==> config.mk <==
export PLATFORM = sky130hd
export DESIGN_NAME = piso_serializer
export DESIGN_NICKNAME = d
export VERILOG_FILES = /design/src/rtl/piso_pkg.sv /design/src/rtl/piso_bit_timer.sv /design/src/rtl/piso_serializer.sv
export SDC_FILE = /design/constraint.sdc
export NUM_CORES = 1
export LEC_CHECK = 0
export BUFFER_PORTS_ARGS = -buffer_cell sky130_fd_sc_hd__buf_2
export CAP_MARGIN = 20
export CORE_MARGIN = 2
export CORE_UTILIZATION = 35
export CTS_CLUSTER_DIAMETER = 100
export DETAILED_ROUTE_END_ITERATION = 8
export HOLD_SLACK_MARGIN = 0.15
export PLACE_DENSITY = 0.57
export SLEW_MARGIN = 10
export SYNTH_ARGS = -nofsm -noshare
export SYNTH_HDL_FRONTEND = slang
export SYNTH_SLANG_ARGS = --single-unit
==> constraint.sdc <==
create_clock -name clk -period 3.1 [get_ports clk]
set_input_delay 0 -clock clk [delete_from_list [all_inputs] [get_ports clk]]
set_output_delay 0 -clock clk [all_outputs]
set_load 0.005 [all_outputs]
==> src/rtl/piso_pkg.sv <==
// Shared types and sizing helpers for the parallel-in/serial-out serializer.
package piso_pkg;

   typedef enum logic {
      IDLE  = 1'b0,
      SHIFT = 1'b1
   } state_t;

   // Counter width able to hold 0..n-1, never narrower than one bit.
   function automatic int cnt_width(input int n);
      int w;
      w = $clog2(n);
      return (w < 1) ? 1 : w;
   endfunction

endpackage

==> src/rtl/piso_bit_timer.sv <==
// Bit-period timer: tick marks the last clock cycle of each DIV-cycle bit period.
// Single cycle of latency from restart; counts only while run is high.
module piso_bit_timer
   import piso_pkg::*;
#(
   parameter int DIV = 1
) (
   input  logic clk,
   input  logic reset_n,
   input  logic run,
   input  logic restart,
   output logic tick
);

   localparam int            CW   = cnt_width(DIV);
   localparam logic [CW-1:0] LAST = CW'(DIV - 1);

   logic [CW-1:0] div_cnt;

   assign tick = (div_cnt == LAST);

   // Wraps to zero on tick, so a gapless reload needs no explicit restart.
   always_ff @(posedge clk or negedge reset_n) begin
      if (!reset_n) begin
         div_cnt <= '0;
      end else if (restart) begin
         div_cnt <= '0;
      end else if (run) begin
         div_cnt <= tick ? '0 : div_cnt + 1'b1;
      end
   end

endmodule

==> src/rtl/piso_serializer.sv <==
// PISO front end: one-entry hold buffer feeding a shifter; first bit one cycle after load, WIDTH*DIV cycles per frame.
// din_ready drops while the hold buffer is full; back-to-back words stream with no idle bit.
module piso_serializer
   import piso_pkg::*;
#(
   parameter int WIDTH     = 4,
   parameter int DIV       = 1,
   parameter int MSB_FIRST = 1
) (
   input  logic             clk,
   input  logic             reset_n,
   input  logic [WIDTH-1:0] din,
   input  logic             din_valid,
   output logic             din_ready,
   output logic             sout,
   output logic             sout_en,
   output logic             busy,
   output logic             frame_done
);

   localparam int            BW       = cnt_width(WIDTH);
   localparam logic [BW-1:0] BIT_LAST = BW'(WIDTH - 1);

   state_t           state_q;
   state_t           state_d;
   logic [WIDTH-1:0] hold_q;
   logic             hold_v;
   logic [WIDTH-1:0] shreg_q;
   logic [WIDTH-1:0] shreg_adv;
   logic [BW-1:0]    bit_cnt;
   logic             tick;
   logic             load;
   logic             advance;
   logic             accept;
   logic             last_bit;
   logic             in_shift;

   assign in_shift  = (state_q == SHIFT);
   assign din_ready = ~hold_v;
   assign accept    = din_valid & din_ready;
   assign last_bit  = (bit_cnt == BIT_LAST);

   piso_bit_timer #(
      .DIV (DIV)
   ) u_bit_timer (
      .clk     (clk),
      .reset_n (reset_n),
      .run     (in_shift),
      .restart (load),
      .tick    (tick)
   );

   always_comb begin
      state_d = state_q;
      load    = 1'b0;
      advance = 1'b0;
      case (state_q)
         IDLE: begin
            if (hold_v) begin
               load    = 1'b1;
               state_d = SHIFT;
            end
         end
         SHIFT: begin
            if (tick) begin
               if (!last_bit) begin
                  advance = 1'b1;
               end else if (hold_v) begin
                  load = 1'b1;
               end else begin
                  state_d = IDLE;
               end
            end
         end
         default: state_d = IDLE;
      endcase
   end

   always_ff @(posedge clk or negedge reset_n) begin
      if (!reset_n) begin
         state_q <= IDLE;
      end else begin
         state_q <= state_d;
      end
   end

   // Accept and load never coincide: accept needs hold_v low, load needs it high.
   always_ff @(posedge clk or negedge reset_n) begin
      if (!reset_n) begin
         hold_v <= 1'b0;
         hold_q <= '0;
      end else if (accept) begin
         hold_v <= 1'b1;
         hold_q <= din;
      end else if (load) begin
         hold_v <= 1'b0;
      end
   end

   assign shreg_adv = (MSB_FIRST != 0) ? {shreg_q[WIDTH-2:0], 1'b0}
                                       : {1'b0, shreg_q[WIDTH-1:1]};

   always_ff @(posedge clk or negedge reset_n) begin
      if (!reset_n) begin
         shreg_q <= '0;
         bit_cnt <= '0;
      end else if (load) begin
         shreg_q <= hold_q;
         bit_cnt <= '0;
      end else if (advance) begin
         shreg_q <= shreg_adv;
         bit_cnt <= bit_cnt + 1'b1;
      end
   end

   assign busy       = in_shift;
   assign sout_en    = tick & in_shift;
   assign frame_done = sout_en & last_bit;
   assign sout       = in_shift & ((MSB_FIRST != 0) ? shreg_q[WIDTH-1] : shreg_q[0]);

endmodule

==> impl_metrics.prom, run 1 <==
# TYPE chip_impl_metric gauge
chip_impl_metric{name="timing.critical_path.required",unit="ps"} 3250
chip_impl_info{name="clk_root_buffer_cell",value="sky130_fd_sc_hd__clkbuf_4"} 1
chip_impl_info{name="synth_top_family_by_area",value="multiplexers"} 1
chip_impl_info{name="worst_hold_startpoint",value="din[2]"} 1
chip_impl_info{name="top_usage_layer",value="met2"} 1
chip_impl_metric{name="synth_sequential_area_ratio",unit="%"} 51.9
chip_impl_metric{name="tightestPinTransition",unit="ps"} 535
chip_impl_metric{name="design.portCount",unit=""} 12
chip_impl_metric{name="total_number_of_nets_in_the_final_design",unit=""} 68
chip_impl_metric{name="ys_async_sr_fraction",unit="%"} 100
chip_impl_metric{name="synth_compound_gate_area_share",unit="%"} 1.52
chip_impl_metric{name="synth.yosys.warnings",unit=""} 0
chip_impl_metric{name="timing.setup.tns",unit="ps"} 0
chip_impl_metric{name="p_per_area",unit="nW/µm²"} 922
chip_impl_metric{name="place_congestion",unit=""} 0.692
chip_impl_info{name="timing.critical_path.max_delay_family",value="flip-flops"} 1
chip_impl_metric{name="crit_fanout",unit=""} 6
chip_impl_info{name="unrepaired_setup_endpoints_after_global_routing",value="false"} 1
chip_impl_metric{name="die_height",unit="µm"} 44.6
chip_impl_metric{name="setup_ws",unit="ps"} 1710
chip_impl_metric{name="number_of_global_route_vias_before_repair",unit=""} 370
chip_impl_info{name="kind_of_start_point_of_the_critical_path",value="flop"} 1
chip_impl_metric{name="syn_area_per_cell",unit="µm²"} 14.5
chip_impl_metric{name="grt_max_degree",unit=""} 13
chip_impl_metric{name="static-leakage-power",unit="µW"} 0.000357
chip_impl_metric{name="max_slew_margin",unit="%"} 64.2
chip_impl_metric{name="yosys.area_share.adder",unit="%"} 2.16
chip_impl_info{name="status",value="finished clean"} 1
chip_impl_metric{name="numClockSinks",unit=""} 12
chip_impl_metric{name="synth_cells",unit=""} 40
chip_impl_metric{name="ys_ff_latch",unit=""} 12
chip_impl_metric{name="postPlaceCellArea",unit="µm²"} 629
chip_impl_metric{name="gr-usage-all-layers",unit="%"} 11.1
chip_impl_metric{name="synth_simple_gate_area_share",unit="%"} 10.8
chip_impl_metric{name="mappedNetlistArea",unit="µm²"} 578
chip_impl_metric{name="fillerInstances",unit=""} 146
chip_impl_info{name="synth_most_common_cell",value="sky130_fd_sc_hd__dfrtp_1"} 1
chip_impl_metric{name="post_cts_hold_buffer_count",unit=""} 7
chip_impl_metric{name="port-buffer-count",unit=""} 11
chip_impl_metric{name="synth_top_area_share",unit="%"} 51.9
chip_impl_metric{name="postCtsSetupRepairBufs",unit=""} 0
chip_impl_metric{name="global_route.usage.met2",unit="%"} 15.9
chip_impl_metric{name="detailedRoute.firstIterationViolations",unit=""} 1
chip_impl_metric{name="grt.overflow.total",unit=""} 0
chip_impl_metric{name="ctsLongestPathBuffers",unit=""} 2
chip_impl_metric{name="timing.fmax",unit="GHz"} 0.720
chip_impl_metric{name="worstPathArrival",unit="ps"} 1540
chip_impl_metric{name="floorplan.die_area",unit="µm²"} 1990
chip_impl_metric{name="finalPower",unit="µW"} 665
chip_impl_info{name="tritoncts",value="done"} 1
chip_impl_info{name="crit_type",value="flop to flop"} 1
chip_impl_metric{name="area_delta_synth_final",unit="%"} 24.9
chip_impl_metric{name="drive_above_1_share",unit="%"} 48.3
chip_impl_info{name="cp-startpoint",value="bit_cnt[0]"} 1
chip_impl_metric{name="post_drt_via_cell_ratio",unit=""} 4.66
chip_impl_metric{name="synth-edff-count",unit=""} 0
chip_impl_metric{name="core_area",unit="µm²"} 1520
chip_impl_metric{name="wire_length_of_the_first_global_routing_pass",unit="µm"} 1520
chip_impl_metric{name="setup-violations-final",unit=""} 0
chip_impl_metric{name="period_needed",unit="ps"} 1390
chip_impl_metric{name="postRouteWirelength",unit="µm"} 854
chip_impl_info{name="worstReg2RegStart",value="bit_cnt[0]"} 1
chip_impl_info{name="path_cells",value="ha_1, nand2b_1, mux2_4"} 1
chip_impl_metric{name="cts_repair_resize_count",unit=""} 0
chip_impl_metric{name="finalHoldViolCount",unit=""} 0
chip_impl_metric{name="synthXorXnorAreaFrac",unit="%"} 0
chip_impl_metric{name="timing_max_transition_violations_final",unit=""} 0
chip_impl_metric{name="drtPass1Iterations",unit=""} 4
chip_impl_metric{name="synthDistinctLibCells",unit=""} 18
chip_impl_info{name="yosys-top-cells-count",value="12 x sky130_fd_sc_hd__dfrtp_1, 6 x sky130_fd_sc_hd__mux2_4, 5 x sky130_fd_sc_hd__mux2_2"} 1
chip_impl_info{name="synth.largest_area_cell",value="sky130_fd_sc_hd__dfrtp_1"} 1
chip_impl_metric{name="worst_skew_pair.late_latency",unit="ps"} 260
chip_impl_metric{name="initial_utilization",unit="%"} 37.9
chip_impl_info{name="synth.top_cells.by_area",value="sky130_fd_sc_hd__dfrtp_1 52%, sky130_fd_sc_hd__mux2_4 16%, sky130_fd_sc_hd__mux2_2 9.7%, sky130_fd_sc_hd__mux2i_1 3.5%, sky130_fd_sc_hd__nor2b_4 2.4%"} 1
chip_impl_metric{name="post_synth_mux_area_share",unit="%"} 28.8
chip_impl_metric{name="floorplan.die.width",unit="µm"} 44.6
chip_impl_metric{name="finalClockSkew",unit="ps"} 2.56
chip_impl_metric{name="post-place-ws",unit="ps"} 1710
chip_impl_metric{name="antennaDiodeCount",unit=""} 0
chip_impl_metric{name="vdd_drop_max",unit="mV"} 0.472
chip_impl_metric{name="grt.met1_usage",unit="%"} 13.3
chip_impl_metric{name="worst_setup_hold_path_clk_slew",unit="ps"} 70
chip_impl_metric{name="detail_route.drc_violations",unit=""} 0
chip_impl_metric{name="routed-via-count",unit=""} 345
chip_impl_metric{name="cts_buffers",unit=""} 3
chip_impl_metric{name="htreeDepth",unit=""} 1
chip_impl_metric{name="worst_path_buffer_plus_inverter_count",unit=""} 0
chip_impl_info{name="holdCritPathClass",value="input pin to flop"} 1
chip_impl_metric{name="stdcell_area",unit="µm²"} 722
chip_impl_metric{name="routed_wire_length_per_instance",unit="µm"} 11.5
chip_impl_metric{name="maxCapViolations",unit=""} 0
chip_impl_metric{name="syn_nets",unit=""} 48
chip_impl_info{name="crit_path_top_delay_cell",value="sky130_fd_sc_hd__dfrtp_1"} 1
chip_impl_metric{name="final.period_utilization",unit="%"} 44.8
chip_impl_info{name="end_kind",value="flop"} 1
chip_impl_metric{name="detail-route-antenna-nets",unit=""} 0
chip_impl_metric{name="row_count",unit=""} 14
chip_impl_metric{name="reg2reg_setup_slack",unit="ps"} 1710
chip_impl_info{name="dominantRegCellSynth",value="sky130_fd_sc_hd__dfrtp_1"} 1
chip_impl_metric{name="antenna_found_initial",unit=""} 0
chip_impl_metric{name="timing.critical_path.slowest_cell_delay",unit="ps"} 400
chip_impl_metric{name="gr-usage-met3",unit="%"} 7.35
-- stage by stage --
step,hold WS [ps],cells,util [%]
after floorplan,-296,40,-
after global placement,-106,64,41.3
after detailed placement,-109,64,41.3
after CTS,491,74,47.4
after global routing,508,74,47.4
final,501,74,47.4
-- tightest hold or removal path, cell delays in order --
cell and delay, ps:
sky130_fd_sc_hd__dlygate4sd3_1 520, sky130_fd_sc_hd__buf_2 90, sky130_fd_sc_hd__mux2_2 130
-- layer usage --
metal | part of all wire (%) | up-vias | wire length [µm]
met5 | 0 | - | 0
met4 | 0 | 0 | 0
met3 | 7.1 | 0 | 61
met2 | 47 | 10 | 402
met1 | 46 | 166 | 390
li1 | - | 169 | -
-- layout by cell type (no fill, tap or decap), types with 2 or more instances in the layout --
master and instances:
sky130_fd_sc_hd__mux2_2 5, sky130_fd_sc_hd__mux2i_1 2, sky130_fd_sc_hd__and2_1 2, sky130_fd_sc_hd__buf_2 11
sky130_fd_sc_hd__dlygate4sd3_1 7, sky130_fd_sc_hd__mux2_4 6, sky130_fd_sc_hd__dfrtp_1 12, sky130_fd_sc_hd__clkbuf_4 3
-- final cells by class --
class / count / area [µm²] / share of cell area (%)
sequential: 12 / 300 / 41.6
multi-input combinational: 24 / 250 / 34.7
timing repair buffer: 18 / 125 / 17.3
clock buffer: 3 / 22.5 / 3.12
tap: 16 / 20.0 / 2.77
inverter: 1 / 3.75 / 0.520
-- power by group --
group	total, µW	internal (µW)	switching, µW
combinational	286	195	91.9
sequential	289	228	60.9
clock	89.5	44.9	44.7
total	665	468	197
-- cells by family after synthesis --
kind of cell / after synthesis
AO/OA/AOI/OAI: 1
AND/OR/NAND/NOR: 9
flip-flops: 12
buffers and inverters: 4
multiplexers: 13
adder cells (fa/ha/maj): 1
-- flip-flops by register name, summed over array words and instances (netlist names) --
name and flops:
hold_q 4, busy 1, shreg_q 4, hold_v 1, bit_cnt 2
-- path summary, 6_finish.rpt --
kind,to,depth (start not counted)
min in group asynchronous,hold_q[2],3
worst max register to register,shreg_q[3],3
worst min-delay path,hold_q[2],3
worst min register to register,shreg_q[1],1
worst max-delay path,shreg_q[3],3
max in group asynchronous,bit_cnt[0],3
Power figures use the tool's default switching activity.
==> inputs of run 2 (changes only) <==
Settings changed: PLACE_DENSITY 0.57 to 0.59.
Clock period 3.1 ns to 1.2 ns, I/O delays scaled along.
==> run 2 against run 1 <==
  * First-iteration DRC count rose to 3.0 times the previous value
  * Sequential power grew to 2.6 times the previous value
  * Wire length is 5.2% higher
  * Global-route usage up 0.90 points
  * Critical endpoint is now bit_cnt[1]
  * Largest power group is now combinational cells
==> impl_metrics.prom, run 2 (synthesis gave the netlist of run 1 again) <==
# TYPE chip_impl_metric gauge
chip_impl_metric{name="drive_above_1_share",unit="%"} 60.3
chip_impl_metric{name="ctsLongestPathBuffers",unit=""} 2
chip_impl_info{name="path_cells",value="ha_2, nand2b_4, mux2_2"} 1
chip_impl_info{name="largestRegisters",value="hold_q: 4 flops, shreg_q: 4 flops, bit_cnt: 2 flops"} 1
chip_impl_metric{name="routed_wire_length_per_instance",unit="µm"} 11.4
chip_impl_metric{name="timing_max_transition_violations_final",unit=""} 0
chip_impl_metric{name="crit_fanout",unit=""} 6
chip_impl_metric{name="worst_setup_hold_path_clk_slew",unit="ps"} 70
chip_impl_metric{name="post_drt_via_cell_ratio",unit=""} 4.56
chip_impl_info{name="end_kind",value="flop"} 1
chip_impl_metric{name="timing.critical_path.slowest_cell_delay",unit="ps"} 360
chip_impl_info{name="timing.critical_path.max_delay_family",value="flip-flops"} 1
chip_impl_metric{name="dpl.cell_count",unit=""} 67
chip_impl_metric{name="fillerInstances",unit=""} 147
chip_impl_metric{name="worst_path_buffer_plus_inverter_count",unit=""} 0
chip_impl_metric{name="design.portCount",unit=""} 12
chip_impl_metric{name="row_count",unit=""} 14
chip_impl_metric{name="period_needed",unit="ps"} 1180
chip_impl_info{name="layout_common_cells",value="11 x sky130_fd_sc_hd__dfrtp_1, 11 x sky130_fd_sc_hd__buf_2, 7 x sky130_fd_sc_hd__buf_4"} 1
chip_impl_metric{name="antennaDiodeCount",unit=""} 0
chip_impl_metric{name="setup-violations-final",unit=""} 0
chip_impl_info{name="crit_type",value="flop to flop"} 1
chip_impl_metric{name="core_area",unit="µm²"} 1520
chip_impl_metric{name="grt_max_degree",unit=""} 13
chip_impl_info{name="unrepaired_setup_endpoints_after_global_routing",value="true"} 1
chip_impl_info{name="tritoncts",value="done"} 1
chip_impl_metric{name="timing.setup.tns",unit="ps"} 0
chip_impl_metric{name="cts_buffers",unit=""} 3
chip_impl_metric{name="number_of_global_route_vias_before_repair",unit=""} 335
chip_impl_metric{name="total_number_of_nets_in_the_final_design",unit=""} 73
chip_impl_metric{name="detail_route.drc_violations",unit=""} 0
chip_impl_metric{name="port-buffer-count",unit=""} 11
chip_impl_metric{name="wire_length_of_the_first_global_routing_pass",unit="µm"} 1590
chip_impl_metric{name="timing.critical_path.required",unit="ps"} 1350
chip_impl_metric{name="floorplan.die.width",unit="µm"} 44.6
chip_impl_metric{name="htreeDepth",unit=""} 1
chip_impl_metric{name="vdd_drop_max",unit="mV"} 1.46
chip_impl_metric{name="worst_skew_pair.late_latency",unit="ps"} 270
chip_impl_metric{name="static-leakage-power",unit="µW"} 0.000383
chip_impl_metric{name="postLayoutCoreUtil",unit="%"} 50.2
chip_impl_metric{name="area_delta_synth_final",unit="%"} 32.5
chip_impl_metric{name="maxCapViolations",unit=""} 0
chip_impl_info{name="holdCritPathClass",value="input pin to async pin"} 1
chip_impl_metric{name="tightestPinTransition",unit="ps"} 273
chip_impl_metric{name="finalHoldViolCount",unit=""} 0
chip_impl_metric{name="finalClockSkew",unit="ps"} 2.98
chip_impl_metric{name="grt.overflow.total",unit=""} 0
chip_impl_metric{name="drtPass1Iterations",unit=""} 3
chip_impl_metric{name="antenna_found_initial",unit=""} 0
chip_impl_metric{name="detailedRoute.firstIterationViolations",unit=""} 3
chip_impl_metric{name="postRouteWirelength",unit="µm"} 898
chip_impl_metric{name="postPlaceCellArea",unit="µm²"} 662
chip_impl_metric{name="p_per_area",unit="nW/µm²"} 2510
chip_impl_metric{name="gr-usage-all-layers",unit="%"} 12.0
chip_impl_metric{name="finalNonFillerCells",unit=""} 79
chip_impl_metric{name="final.period_utilization",unit="%"} 98.3
chip_impl_metric{name="timing.fmax",unit="GHz"} 0.848
chip_impl_metric{name="worstPathArrival",unit="ps"} 1330
chip_impl_info{name="status",value="finished clean"} 1
chip_impl_metric{name="floorplan.die_area",unit="µm²"} 1990
chip_impl_metric{name="detail-route-antenna-nets",unit=""} 0
chip_impl_metric{name="holdWs",unit="ps"} 132
chip_impl_metric{name="numClockSinks",unit=""} 12
chip_impl_metric{name="detailedPlacementHpwl",unit="µm"} 652
chip_impl_info{name="clk_root_buffer_cell",value="sky130_fd_sc_hd__clkbuf_4"} 1
chip_impl_metric{name="max_slew_margin",unit="%"} 81.8
chip_impl_metric{name="place_congestion",unit=""} 0.678
chip_impl_info{name="crit_path_top_delay_cell",value="sky130_fd_sc_hd__dfrtp_1"} 1
chip_impl_metric{name="stdcell_area",unit="µm²"} 766
chip_impl_metric{name="initial_utilization",unit="%"} 37.9
chip_impl_info{name="kind_of_start_point_of_the_critical_path",value="flop"} 1
chip_impl_metric{name="die_height",unit="µm"} 44.6
chip_impl_metric{name="routed-via-count",unit=""} 360
-- run 2: cell types whose count changed in the layout (fill, tap and decap cells not counted) --
cell                            change
sky130_fd_sc_hd__buf_4              +7
sky130_fd_sc_hd__dlygate4sd3_1      -2
sky130_fd_sc_hd__dfrtp_1            -1
sky130_fd_sc_hd__dfrtp_2            +1
sky130_fd_sc_hd__ha_1               -1
sky130_fd_sc_hd__ha_2               +1
sky130_fd_sc_hd__nand2b_1           -1
sky130_fd_sc_hd__nand2b_4           +1
-- run 2: report_power, final --
part,switching (µW),leakage (µW),internal (µW)
Combinational,292,0.000225,655
Clock,117,0.0000138,116
Sequential,148,0.000144,595
Total,557,0.000383,1370
-- run 2: worst paths after layout --
path,to,cells after the start,slack [ps],from
min in group clk,hold_q[3],3,210,din_valid
min,shreg_q[2],2,130,reset_n
max reg2reg,bit_cnt[1],3,20,bit_cnt[0]
max,bit_cnt[1],3,20,bit_cnt[0]
max in group asynchronous,hold_v,2,830,reset_n
min reg2reg,shreg_q[1],1,510,shreg_q[0]
-- run 2: stage by stage --
stage | total power, µW | worst slack (ps)
2_1_floorplan | 1440 | -23.8
3_3_place_gp | 1580 | -9.60
3_5_place_dp | 1610 | -37.8
4_1_cts | 1870 | 5.04
5_1_grt | 2080 | -23.8
6_report | 1920 | 20.8
-- run 2: per-layer routing --
metal | wire, µm | up-vias | GRT usage [%]
met2 | 391 | 9 | 15.1
met3 | 62 | 2 | 7.35
met1 | 432 | 169 | 16.0
met5 | 0 | - | 0
li1 | - | 180 | -
met4 | 12 | 0 | 5.45
-- run 2: what timing repair did --
item	CTS	global route
hold endpoints to repair	16	0
hold buffers	6	0
setup endpoints to repair	7	17
pin swaps	0	1
gates resized for setup	1	0
setup buffers	0	4
-- run 2: layout make-up --
type	count	area, µm²	share of cell area, %
clock buffer	3	22.5	2.94
multi-input combinational	24	260	34.0
inverter	1	3.75	0.490
sequential	12	302	39.4
tap	16	20.0	2.61
timing repair buffer	23	158	20.6
